===== src/rtl/clock_set_core.sv =====
// clock_set_core: time-of-day keeper with a mode/up/down set FSM and 12/24-hour decode.
// Define CLOCK_ALARM_EN to add the alarm registers, the two alarm set states and o_alarm.
module clock_set_core #(
  parameter int CLK_FREQ_HZ = 100_000_000,
  parameter int TICK_HZ     = 100,
  parameter int SUB_W       = 7
) (
  input  logic             clk,
  input  logic             rst,
  input  logic             i_btn_mode,
  input  logic             i_btn_up,
  input  logic             i_btn_down,
  input  logic             i_fmt12,
  output logic [SUB_W-1:0] o_sub,
  output logic [5:0]       o_sec,
  output logic [5:0]       o_min,
  output logic [4:0]       o_hour,
  output logic             o_pm,
  output logic [2:0]       o_state,
  output logic             o_alarm
);

  localparam int DIV     = CLK_FREQ_HZ / TICK_HZ;
  localparam int PRESC_W = $clog2(DIV);
  localparam logic [PRESC_W-1:0] PRESC_MAX = PRESC_W'(DIV - 1);
  localparam logic [SUB_W-1:0]   SUB_MAX   = SUB_W'(TICK_HZ - 1);

  localparam logic [2:0] ST_RUN      = 3'd0;
  localparam logic [2:0] ST_SET_HOUR = 3'd1;
  localparam logic [2:0] ST_SET_MIN  = 3'd2;
  localparam logic [2:0] ST_SET_SEC  = 3'd3;
`ifdef CLOCK_ALARM_EN
  localparam logic [2:0] ST_SET_AL_HOUR = 3'd4;
  localparam logic [2:0] ST_SET_AL_MIN  = 3'd5;
`endif

  function automatic logic [5:0] adj60(input logic [5:0] v, input logic up);
    if (up) return (v == 6'd59) ? 6'd0 : v + 6'd1;
    else    return (v == 6'd0) ? 6'd59 : v - 6'd1;
  endfunction

  function automatic logic [4:0] adj24(input logic [4:0] v, input logic up);
    if (up) return (v == 5'd23) ? 5'd0 : v + 5'd1;
    else    return (v == 5'd0) ? 5'd23 : v - 5'd1;
  endfunction

  logic [2:0]         state_q, state_d;
  logic [PRESC_W-1:0] presc_q, presc_d;
  logic [SUB_W-1:0]   sub_q, sub_d;
  logic [5:0]         sec_q, sec_d;
  logic [5:0]         min_q, min_d;
  logic [4:0]         hour_q, hour_d;
  logic               mode_prev_q, mode_prev_d;
  logic               up_prev_q, up_prev_d;
  logic               down_prev_q, down_prev_d;
`ifdef CLOCK_ALARM_EN
  logic [4:0]         al_hour_q, al_hour_d;
  logic [5:0]         al_min_q, al_min_d;
  logic               alarm_q, alarm_d;
`endif

  logic mode_edge, up_edge, down_edge, adj_en;
  logic consume, time_runs, enter_set, tick;

  always_comb begin
    mode_edge = i_btn_mode & ~mode_prev_q;
    up_edge   = i_btn_up & ~up_prev_q;
    down_edge = i_btn_down & ~down_prev_q;
    adj_en    = up_edge ^ down_edge;
`ifdef CLOCK_ALARM_EN
    // While the alarm is showing, any fresh button press only acknowledges it.
    consume   = alarm_q & (mode_edge | up_edge | down_edge);
    time_runs = (state_q == ST_RUN) || (state_q == ST_SET_AL_HOUR) ||
                (state_q == ST_SET_AL_MIN);
`else
    consume   = 1'b0;
    time_runs = (state_q == ST_RUN);
`endif
    enter_set = mode_edge & ~consume & (state_q == ST_RUN);
    tick      = time_runs & ~enter_set & (presc_q == PRESC_MAX);

    mode_prev_d = i_btn_mode;
    up_prev_d   = i_btn_up;
    down_prev_d = i_btn_down;
    state_d = state_q;
    presc_d = presc_q;
    sub_d   = sub_q;
    sec_d   = sec_q;
    min_d   = min_q;
    hour_d  = hour_q;
`ifdef CLOCK_ALARM_EN
    al_hour_d = al_hour_q;
    al_min_d  = al_min_q;
    alarm_d   = alarm_q;
`endif

    if (enter_set) begin
      presc_d = '0;
      sub_d   = '0;
    end else if (tick) begin
      presc_d = '0;
      if (sub_q != SUB_MAX) begin
        sub_d = sub_q + SUB_W'(1);
      end else begin
        sub_d = '0;
        if (sec_q != 6'd59) begin
          sec_d = sec_q + 6'd1;
        end else begin
          sec_d = 6'd0;
          if (min_q != 6'd59) begin
            min_d = min_q + 6'd1;
          end else begin
            min_d  = 6'd0;
            hour_d = (hour_q == 5'd23) ? 5'd0 : hour_q + 5'd1;
          end
        end
      end
    end else if (time_runs) begin
      presc_d = presc_q + PRESC_W'(1);
    end

    // Mode wins over up/down; up and down together cancel out.
    if (consume) begin
`ifdef CLOCK_ALARM_EN
      alarm_d = 1'b0;
`endif
    end else if (mode_edge) begin
      case (state_q)
        ST_RUN:         state_d = ST_SET_HOUR;
        ST_SET_HOUR:    state_d = ST_SET_MIN;
        ST_SET_MIN:     state_d = ST_SET_SEC;
`ifdef CLOCK_ALARM_EN
        ST_SET_SEC:     state_d = ST_SET_AL_HOUR;
        ST_SET_AL_HOUR: state_d = ST_SET_AL_MIN;
`else
        ST_SET_SEC:     state_d = ST_RUN;
`endif
        default:        state_d = ST_RUN;
      endcase
    end else if (adj_en) begin
      case (state_q)
        ST_SET_HOUR:    hour_d = adj24(hour_q, up_edge);
        ST_SET_MIN:     min_d  = adj60(min_q, up_edge);
        ST_SET_SEC:     sec_d  = adj60(sec_q, up_edge);
`ifdef CLOCK_ALARM_EN
        ST_SET_AL_HOUR: al_hour_d = adj24(al_hour_q, up_edge);
        ST_SET_AL_MIN:  al_min_d  = adj60(al_min_q, up_edge);
`endif
        default: ;
      endcase
    end

`ifdef CLOCK_ALARM_EN
    if ((state_q == ST_RUN) && tick && (sub_d == '0) && (sec_d == 6'd0) &&
        (min_d == al_min_q) && (hour_d == al_hour_q)) begin
      alarm_d = 1'b1;
    end
    if (min_d != al_min_q) alarm_d = 1'b0;
`endif
  end

  always_ff @(posedge clk) begin
    if (rst) begin
      state_q     <= ST_RUN;
      presc_q     <= '0;
      sub_q       <= '0;
      sec_q       <= '0;
      min_q       <= '0;
      hour_q      <= '0;
      mode_prev_q <= 1'b0;
      up_prev_q   <= 1'b0;
      down_prev_q <= 1'b0;
`ifdef CLOCK_ALARM_EN
      al_hour_q   <= '0;
      al_min_q    <= '0;
      alarm_q     <= 1'b0;
`endif
    end else begin
      state_q     <= state_d;
      presc_q     <= presc_d;
      sub_q       <= sub_d;
      sec_q       <= sec_d;
      min_q       <= min_d;
      hour_q      <= hour_d;
      mode_prev_q <= mode_prev_d;
      up_prev_q   <= up_prev_d;
      down_prev_q <= down_prev_d;
`ifdef CLOCK_ALARM_EN
      al_hour_q   <= al_hour_d;
      al_min_q    <= al_min_d;
      alarm_q     <= alarm_d;
`endif
    end
  end

  always_comb begin
    o_hour = hour_q;
    if (i_fmt12) begin
      if (hour_q == 5'd0)       o_hour = 5'd12;
      else if (hour_q > 5'd12)  o_hour = hour_q - 5'd12;
    end
  end

  assign o_sub   = sub_q;
  assign o_sec   = sec_q;
  assign o_min   = min_q;
  assign o_pm    = (hour_q >= 5'd12);
  assign o_state = state_q;
`ifdef CLOCK_ALARM_EN
  assign o_alarm = alarm_q;
`else
  assign o_alarm = 1'b0;
`endif

endmodule

===== config.mk =====
export PLATFORM = sky130hd
export DESIGN_NAME = clock_set_core
export DESIGN_NICKNAME = d
export VERILOG_FILES = /design/src/rtl/clock_set_core.sv
export SDC_FILE = /design/constraint.sdc
export NUM_CORES = 1
export LEC_CHECK = 0
export ABC_AREA = 1
export BUFFER_PORTS_ARGS = -buffer_cell sky130_fd_sc_hd__buf_2
export CAP_MARGIN = 10
export CORE_AREA = 2 2 101 103
export CTS_CLUSTER_SIZE = 28
export DETAILED_ROUTE_END_ITERATION = 16
export DIE_AREA = 0 0 103 105
export GPL_ROUTABILITY_DRIVEN = 1
export HOLD_SLACK_MARGIN = 0.12
export MAX_ROUTING_LAYER = met4
export PLACE_DENSITY = 0.57
export SKIP_LAST_GASP = 1
export SLEW_MARGIN = 5
export SYNTH_ARGS = -nofsm -noshare
export SYNTH_HDL_FRONTEND = slang
export SYNTH_SLANG_ARGS = --single-unit

===== constraint.sdc =====
create_clock -name clk -period 3.2 [get_ports clk]
set_input_delay 0.16 -clock clk [delete_from_list [all_inputs] [get_ports clk]]
set_output_delay 0.16 -clock clk [all_outputs]
set_load 0.02 [all_outputs]

==> results.txt <==
WP data required - 3.42 ns
Peak supply drop - 0.144 mV
routed len/inst - 12.2 um
DR vias - 3718
Ys Warns - 0
minimum clock period - 2.34 ns
first-pass GRT wire length - 15800 um
Post-CTS Resized - 0
critical path class - primary input to register
pin slew with the least headroom to its limit - 0.627 ns
P_sw - 414 uW
vias in the first global route - 3370
PortBufs - 32
endpoints failing hold - 0
worst r2r src - up_prev_q$_SDFF_PP0_
Clock Path Buffers - 2
hold wc startpoint - rst
Max Cap Viol - 0
# IOs - 35
post-synth cell types - 40
dominant cell type by area after synthesis - dfxtp_1
Pwr Total - 1.27 mW
clk slew on worst S/H paths - 0.10 ns
CTS tree - built
Post-CTS Hold Buffers - 3
CTS sink count - 49
Avg Inst Size Synth - 6.44 um^2
Comb power frac - 0.174
Iter 0 DRT Violations - 142
Internal - 857 uW
Synth top area share - 0.255
Num CTS Buffers - 5
Routed Antenna Nets - 0
final-stage net count - 650
max-slew violation count - 0
RSZ-0062 raised after global routing - false
Core Rows - 36
most frequent cells in the layout - nand2_1, nor2_1, inv_1
Post-DP HPWL - 7170 um
Mapped Cells - 596
Leak - 2.07 nW
Vias/cell - 4.89
part of the power in the clock network - 0.318
pin count of the biggest net entering global routing - 22
CORE AREA - 9640 um^2
clock insertion delay at the later pin of the skew report - 0.32 ns
post-synthesis sequential area ratio - 0.255
Tcrit/Tclk final - 0.732
TNS Setup - 0 ns
Residual DRC - 0
TritonRoute pass-1 iters - 5
pwr dens - 302 nW/um^2
GR Util All Layers - 0.184
Synth area leaders - dfxtp_1, nand2_1, nand3_1
final setup vio count - 0
status - finished clean
clk_skew - 0.0135 ns
Die Wd - 103 um
Worst Setup End Kind - register
Placer Congestion - 0.880
crit path DAT - 2.56 ns
die extent in y - 105 um
Initial Util - 0.398
CP max FO - 21
Slew Limit Headroom - 0.582
Synth-to-Final Area Change - 9.58%
initial antenna violation count - 0
Mapped Area - 3840 um^2
Max Freq - 427 MHz
commonest non-fill, non-tap cell in the layout - nand2_1
total grt overflow - 0
Worst Setup SP - i_btn_up
CTS HTree Levels - 2
Setup crit start kind - primary input
Core Util, Final - 0.437
Worst Hold Class - primary input to register
Ant. Diodes - 0
share of cells above drive strength 1 - 0.148
Root Buffer - clkbuf_8
switching part of the total power - 0.326
die area - 10800 um^2
drt total wl - 9280 um
Synth Register Bits - 49
part of the power in registers - 0.508
Post-CTS Setup Bufs - 0
[metal layers]
layer / GRT usage / part of all wire
met5: - / 0
met4: 0.0376 / 0.0094
met1: 0.249 / 0.49
met3: 0.0294 / 0.043
met2: 0.291 / 0.46
[final timing paths]
path	end	slack, ns	cells after the start
setup / recovery	o_min[3]$_SDFF_PP0_	0.86	12
hold / removal	down_prev_q$_SDFF_PP0_	0.17	2
setup reg to reg	o_min[3]$_SDFF_PP0_	0.98	11
hold reg to reg	presc_q[1]$_SDFFE_PP0N_	0.49	2
[cell type report]
class,count,area [um^2]
clock buffers,5,68.8
flip-flops and latches,49,981
inverters,87,340
multi-input cells,447,2430
fillers,1059,5430
repair buffers,36,198
well taps,133,166
clock inverters,3,25.0
[synth_stat cells]
| cell | number |
|---|---|
| inv_1 | 72 |
| buf_6 | 2 |
| nand3_1 | 60 |
| nor2_8 | 3 |
| a31oi_1 | 3 |
| xor2_1 | 12 |
| nor3_2 | 1 |
| or2_2 | 2 |
| a211oi_1 | 1 |
| o21ai_2 | 1 |
| o22ai_1 | 1 |
| nor2_2 | 4 |
| nor4_1 | 1 |
| nand3b_4 | 1 |
| nand2_1 | 133 |
| nor2_1 | 79 |
| nor3_1 | 18 |
| or2_0 | 1 |
| clkinv_8 | 1 |
| a21oi_1 | 31 |
| nand3b_1 | 2 |
| clkinv_1 | 1 |
| nand4_1 | 14 |
| clkinv_2 | 1 |
| nand2_4 | 7 |
| inv_2 | 12 |
| conb_1 | 1 |
| nor3b_2 | 2 |
| o211ai_1 | 4 |
| o21ai_0 | 23 |
| ha_1 | 18 |
| clkbuf_1 | 1 |
| nand2_2 | 6 |
| dfxtp_1 | 49 |
| nand3_4 | 1 |
| buf_2 | 6 |
| buf_4 | 5 |
| nor2_4 | 8 |
| nand3_2 | 2 |
| xnor2_1 | 6 |
[power groups by stage]
stage	Sequential [mW]	Combinational, mW	Clock [mW]
final	0.645	0.222	0.404
after global routing	0.649	0.253	0.440
after CTS	0.645	0.223	0.412
after detailed placement	0.659	0.219	0
after global placement	0.659	0.218	0
after floorplan	0.660	0.167	0
[per-stage QoR]
step	hold WS (ns)	cells	worst slack, ns	area (um^2)
4_1_cts	0.174	760	0.807	4210
3_3_place_gp	0.378	749	0.932	4090
2_1_floorplan	0.267	597	1.54	3840
6_report	0.175	760	0.859	4210
3_5_place_dp	0.387	749	0.946	4090
5_1_grt	0.177	760	0.456	4210
[worst max-delay path, stage by stage]
cell           delay [ns]
dlygate4sd3_1        0.52
buf_2                0.10
nand2_1              0.05
buf_4                0.17
inv_1                0.47
nand2_1              0.14
nand2_1              0.18
nand2_1              0.26
a21oi_1              0.26
nand3_1              0.11
nand3_1              0.10
inv_1                0.05
[registers in the layout, indices dropped and copies added (netlist names)]
signal	flops
mode_prev_q	1
o_min	6
o_sub	7
o_sec	6
o_state	2
up_prev_q	1
down_prev_q	1
hour_q	5
presc_q	20
[kinds of logic after synthesis]
kind of cell / Yosys count / share of synthesized area
and+or+nand+nor: 345 / 0.442
buffers and inverters: 101 / 0.113
AOI/OAI and AO/OA: 64 / 0.0889
DFF: 49 / 0.255
xor gates and xnor gates: 18 / 0.0410
adders and majority gates: 18 / 0.0586
other: 1 / 0.000976
Note: power is estimated with default switching activity, not from simulation.
